[src/rtl/uart_alu_interface.sv]
// Assembles three UART bytes into ALU operand A, operand B and opcode, then hands the ALU result to Tx.
// Optional inter-byte timeout is compiled in with `define RX_TIMEOUT_EN.
//
// state   | meaning
// WAIT_A  | waiting for operand A byte
// WAIT_B  | waiting for operand B byte
// WAIT_OP | waiting for opcode byte
// COMPUTE | one cycle: latch ALU result, raise TX_START
// SEND    | waiting for Tx to finish (TX_DONE)
module uart_alu_interface #(
    parameter int N_BITS         = 8,
    parameter int OP_BITS        = 6,
    parameter int TIMEOUT_CYCLES = 1000000
) (
    input  logic               CLK,
    input  logic               RESET,
    input  logic               RX_DONE,
    input  logic [N_BITS-1:0]  DIN,
    input  logic [N_BITS-1:0]  ALU_RESULT,
    input  logic               TX_DONE,
    output logic [N_BITS-1:0]  ALU_A,
    output logic [N_BITS-1:0]  ALU_B,
    output logic [OP_BITS-1:0] ALU_OP,
    output logic               TX_START,
    output logic [N_BITS-1:0]  TX_DATA,
    output logic [2:0]         STATE
);

    typedef enum logic [2:0] {
        WAIT_A  = 3'd0,
        WAIT_B  = 3'd1,
        WAIT_OP = 3'd2,
        COMPUTE = 3'd3,
        SEND    = 3'd4
    } state_t;

    state_t              state_q, state_d;
    logic [N_BITS-1:0]   a_q, a_d;
    logic [N_BITS-1:0]   b_q, b_d;
    logic [OP_BITS-1:0]  op_q, op_d;
    logic [N_BITS-1:0]   data_q, data_d;
    logic                start_q, start_d;
    logic                tmo_hit;
    logic                in_wait_bytes;

    assign in_wait_bytes = (state_q == WAIT_B) || (state_q == WAIT_OP);

`ifdef RX_TIMEOUT_EN
    localparam int TW = (TIMEOUT_CYCLES > 2) ? $clog2(TIMEOUT_CYCLES) : 1;
    localparam logic [TW-1:0] TMO_LOAD = TW'(TIMEOUT_CYCLES - 1);

    logic [TW-1:0] tmo_q, tmo_d;

    // Down-counter reloads on any byte and outside WAIT_B/WAIT_OP; zero is the terminal count.
    always_comb begin
        tmo_d = TMO_LOAD;
        if (in_wait_bytes && !RX_DONE && (tmo_q != '0)) begin
            tmo_d = tmo_q - TW'(1);
        end
    end

    assign tmo_hit = in_wait_bytes && (tmo_q == '0);

    always_ff @(posedge CLK or posedge RESET) begin
        if (RESET) begin
            tmo_q <= TMO_LOAD;
        end else begin
            tmo_q <= tmo_d;
        end
    end
`else
    assign tmo_hit = 1'b0;
`endif

    always_comb begin
        state_d = state_q;
        a_d     = a_q;
        b_d     = b_q;
        op_d    = op_q;
        data_d  = data_q;
        start_d = 1'b0;
        case (state_q)
            WAIT_A: begin
                if (RX_DONE) begin
                    a_d     = DIN;
                    state_d = WAIT_B;
                end
            end
            WAIT_B: begin
                if (RX_DONE) begin
                    b_d     = DIN;
                    state_d = WAIT_OP;
                end else if (tmo_hit) begin
                    state_d = WAIT_A;
                end
            end
            WAIT_OP: begin
                if (RX_DONE) begin
                    op_d    = DIN[OP_BITS-1:0];
                    state_d = COMPUTE;
                end else if (tmo_hit) begin
                    state_d = WAIT_A;
                end
            end
            COMPUTE: begin
                data_d  = ALU_RESULT;
                start_d = 1'b1;
                state_d = SEND;
            end
            SEND: begin
                // A byte arriving alongside TX_DONE is dropped, not taken as A.
                if (TX_DONE) begin
                    state_d = WAIT_A;
                end
            end
            default: state_d = WAIT_A;
        endcase
    end

    always_ff @(posedge CLK or posedge RESET) begin
        if (RESET) begin
            state_q <= WAIT_A;
            a_q     <= '0;
            b_q     <= '0;
            op_q    <= '0;
            data_q  <= '0;
            start_q <= 1'b0;
        end else begin
            state_q <= state_d;
            a_q     <= a_d;
            b_q     <= b_d;
            op_q    <= op_d;
            data_q  <= data_d;
            start_q <= start_d;
        end
    end

    assign ALU_A    = a_q;
    assign ALU_B    = b_q;
    assign ALU_OP   = op_q;
    assign TX_DATA  = data_q;
    assign TX_START = start_q;
    assign STATE    = state_q;

endmodule

[config.mk]
export PLATFORM = sky130hd
export DESIGN_NAME = uart_alu_interface
export DESIGN_NICKNAME = d
export VERILOG_FILES = /design/src/rtl/uart_alu_interface.sv
export SDC_FILE = /design/constraint.sdc
export NUM_CORES = 1
export LEC_CHECK = 0
export ABC_AREA = 1
export ABC_CLOCK_PERIOD_IN_PS = 2640
export CAP_MARGIN = 5
export CORE_ASPECT_RATIO = 0.7
export CORE_MARGIN = 1
export CORE_UTILIZATION = 36
export CTS_CLUSTER_DIAMETER = 150
export CTS_CLUSTER_SIZE = 14
export DETAILED_ROUTE_END_ITERATION = 7
export PLACE_DENSITY_LB_ADDON = 0.3
export SYNTH_ARGS = -nofsm -noshare
export SYNTH_HDL_FRONTEND = slang
export SYNTH_SLANG_ARGS = --single-unit
[constraint.sdc]
create_clock -name CLK -period 2.64 [get_ports CLK]
set_clock_uncertainty 0.2 [all_clocks]
set_input_delay 0.66 -clock CLK [delete_from_list [all_inputs] [get_ports CLK]]
set_output_delay 0.66 -clock CLK [all_outputs]
set_load 0.03 [all_outputs]
==> out/metrics.cfg <==
[drt]
dr.pass1.iters=4
dr_wl_met3_um=141
ant_nets=0
wl_met2_um=1570
wl_met1_um=1570
vias=1225
routed_wire_length_per_instance_um=12.9
top_layer=met4
drc_errors=0
vias_per_cell=4.77
drtIter0Drc=131
wl_um=3330

[floorplanning]
start_util=0.393
placementRows=18
die_h_um=54.9
dieArea_um2=4260
core_um2=3670
die_w_um=77.6
pin_count=54

[critical_path]
crit_slowest_cell=clkdlybuf4s50_1
arrival_ns=1.59
path_class=reg2out
critPathTopFamily=buffers and inverters
path_depth=1
start_kind=register
cp_num_buf_inv=1
crit_start=STATE[2]
r2r_slack_ns=0.98
crit_path_end_kind=primary output
crit_fanout=5
cp-endpoint=STATE[2]
ff2ff_path_depth=4
r2r_start=STATE[2]
worstPathCellList=clkdlybuf4s50_1
rr_endpoint=ALU_OP[5]
required_ns=1.78
slowest_delay_ns=0.75

[synth]
avgSynthCellArea_um2=9.67
synth-adder-area-share=0
synthesis.area_um2=1440
synth_compound_area_frac=0.00694
yosys.area.top_type=dfrtp_1
yosysSeqAreaShare=0.590
synth-simple-area-share=0.347
synth_area_leaders=dfrtp_1 (59%), nand2_1 (19%), nand4_1 (9.5%)
synth_mux_area_frac=0
synth_top_area_share=0.590
synth_xor_xnor_area_share=0
synth_nets=169
ys_seq_elements=34
yosysWarningCount=0
synth_top_family_by_area=simple AND/OR/NAND/NOR gates
ys_types=16
netlist_instances=149

[cts]
cts_tree=built
clkSinkCount=34
cts.clk_slew.worst_paths_ns=0.07
clock_path_buffers=2
cts_hold_buf=0
cts_buffers=5
htreeDepth=2
cts_setup_buffers=0
cts_root_buffer=clkbuf_8
worstSkewPairLatency_ns=0.28
cts_resized=0

[timing]
rsz0062_at_grt=no
fin_tns_setup_ns=0
min_period_ns=2.45
drv_slew=0
worst_pin_slew_ns=0.470
setup_viol=0
layout_worst_path_cycle_share=0.927
fmax_ghz=0.409
slew_headroom=0.686
hold_violations=0

[layout]
layout_common_cells=nand2_1 (72), clkdlybuf4s50_1 (53), dfrtp_1 (34)
nets=226
fillCellCount=320
final_util=0.575
n_antenna_cell=0
final_common_cell=nand2_1
area_delta_synth_final_pct=46.4
layout-drive-gt1-share=0.0966

[global_routing]
grt_max_degree=35
antenna_found_initial=0
grt_pass1_vias=1081
track_usage=0.168
grt_first_pass_wirelength_um=5220
grt-ovfl-total=0

[placement]
gp_congestion=0.797
dpl.hpwl_um=2430
io_buffers=53

[run_status]
outcome=completed

[power]
power.leakage_nw=1.00
power.density_nw_per_um2=1360
vdd_drop_max_uv=597
p_total_mw=2.87

[hold_path]
min_path_type=reg2reg

[flow_run]
cap_viol_max_count=0

-- metrics by stage --
stage / std cells / area [µm²] / worst slack [ns] / hold WS [ns]
3_3_place_gp: 249 / 2020 / 0.520 / 0.256
6_report: 257 / 2110 / 0.193 / 0.272
3_5_place_dp: 249 / 2020 / 0.424 / 0.257
4_1_cts: 257 / 2110 / 0.184 / 0.275
5_1_grt: 257 / 2110 / 0.161 / 0.286
2_1_floorplan: 149 / 1440 / 1.03 / 0.449
-- Yosys cell counts --
cell and number:
buf_4 4, buf_6 1, clkbuf_1 2, clkinv_8 1, dfrtp_1 34, inv_1 2
inv_2 2, nand2_1 72, nand2_8 1, nand3_1 2, nand3_2 1, nand4_1 22
nand4_4 1, nor2_4 1, nor2_8 1, o21ai_1 2
-- flip-flops by register name (all words and copies together) (netlist names) --
name,cells
ALU_A,8
ALU_B,8
ALU_OP,6
STATE,3
TX_DATA,8
TX_START,1
-- cell families (layout without fill, tap and decap cells) --
group	after synthesis	count (layout)
and+or+nand+nor	101	101
DFF	34	34
buffers and inverters	12	70
AOI/OAI and AO/OA	2	2
-- cell type report --
| cell class | instances | area, µm² | area share |
|---|---|---|---|
| Multi-Input combinational cell | 103 | 510 | 0.242 |
| Clock inverter | 2 | 12.5 | 0.00593 |
| Timing Repair Buffer | 57 | 561 | 0.266 |
| Inverter | 5 | 31.3 | 0.0148 |
| Clock buffer | 6 | 82.6 | 0.0391 |
| Tap cell | 50 | 62.6 | 0.0296 |
| Sequential cell | 34 | 851 | 0.403 |
-- worst min-delay path by stage --
stage                     cells past startpoint       from  slack (ns)         to
after floorplan                               2   ALU_B[0]        0.45   ALU_B[0]
after global placement                        2  ALU_OP[2]        0.26  ALU_OP[2]
after detailed placement                      2   ALU_B[0]        0.26   ALU_B[0]
after CTS                                     2   ALU_B[0]        0.28   ALU_B[0]
after global routing                          2   ALU_B[0]        0.29   ALU_B[0]
final                                         2   ALU_B[0]        0.27   ALU_B[0]
-- where the power goes --
part / total (mW) / switching [mW] / internal, mW / leakage (nW)
clock: 0.400 / 0.191 / 0.210 / 0.0472
sequential: 0.921 / 0.158 / 0.762 / 0.425
combinational: 1.55 / 0.959 / 0.594 / 0.529
-- layer usage --
metal  track usage  vias to the layer above
met2         0.267                       30
met3        0.0475                        7
met1         0.219                      585
met4        0.0755                        0
met5             0                        -
li1              -                      603
No activity file was read; power rests on OpenSTA's default activity.
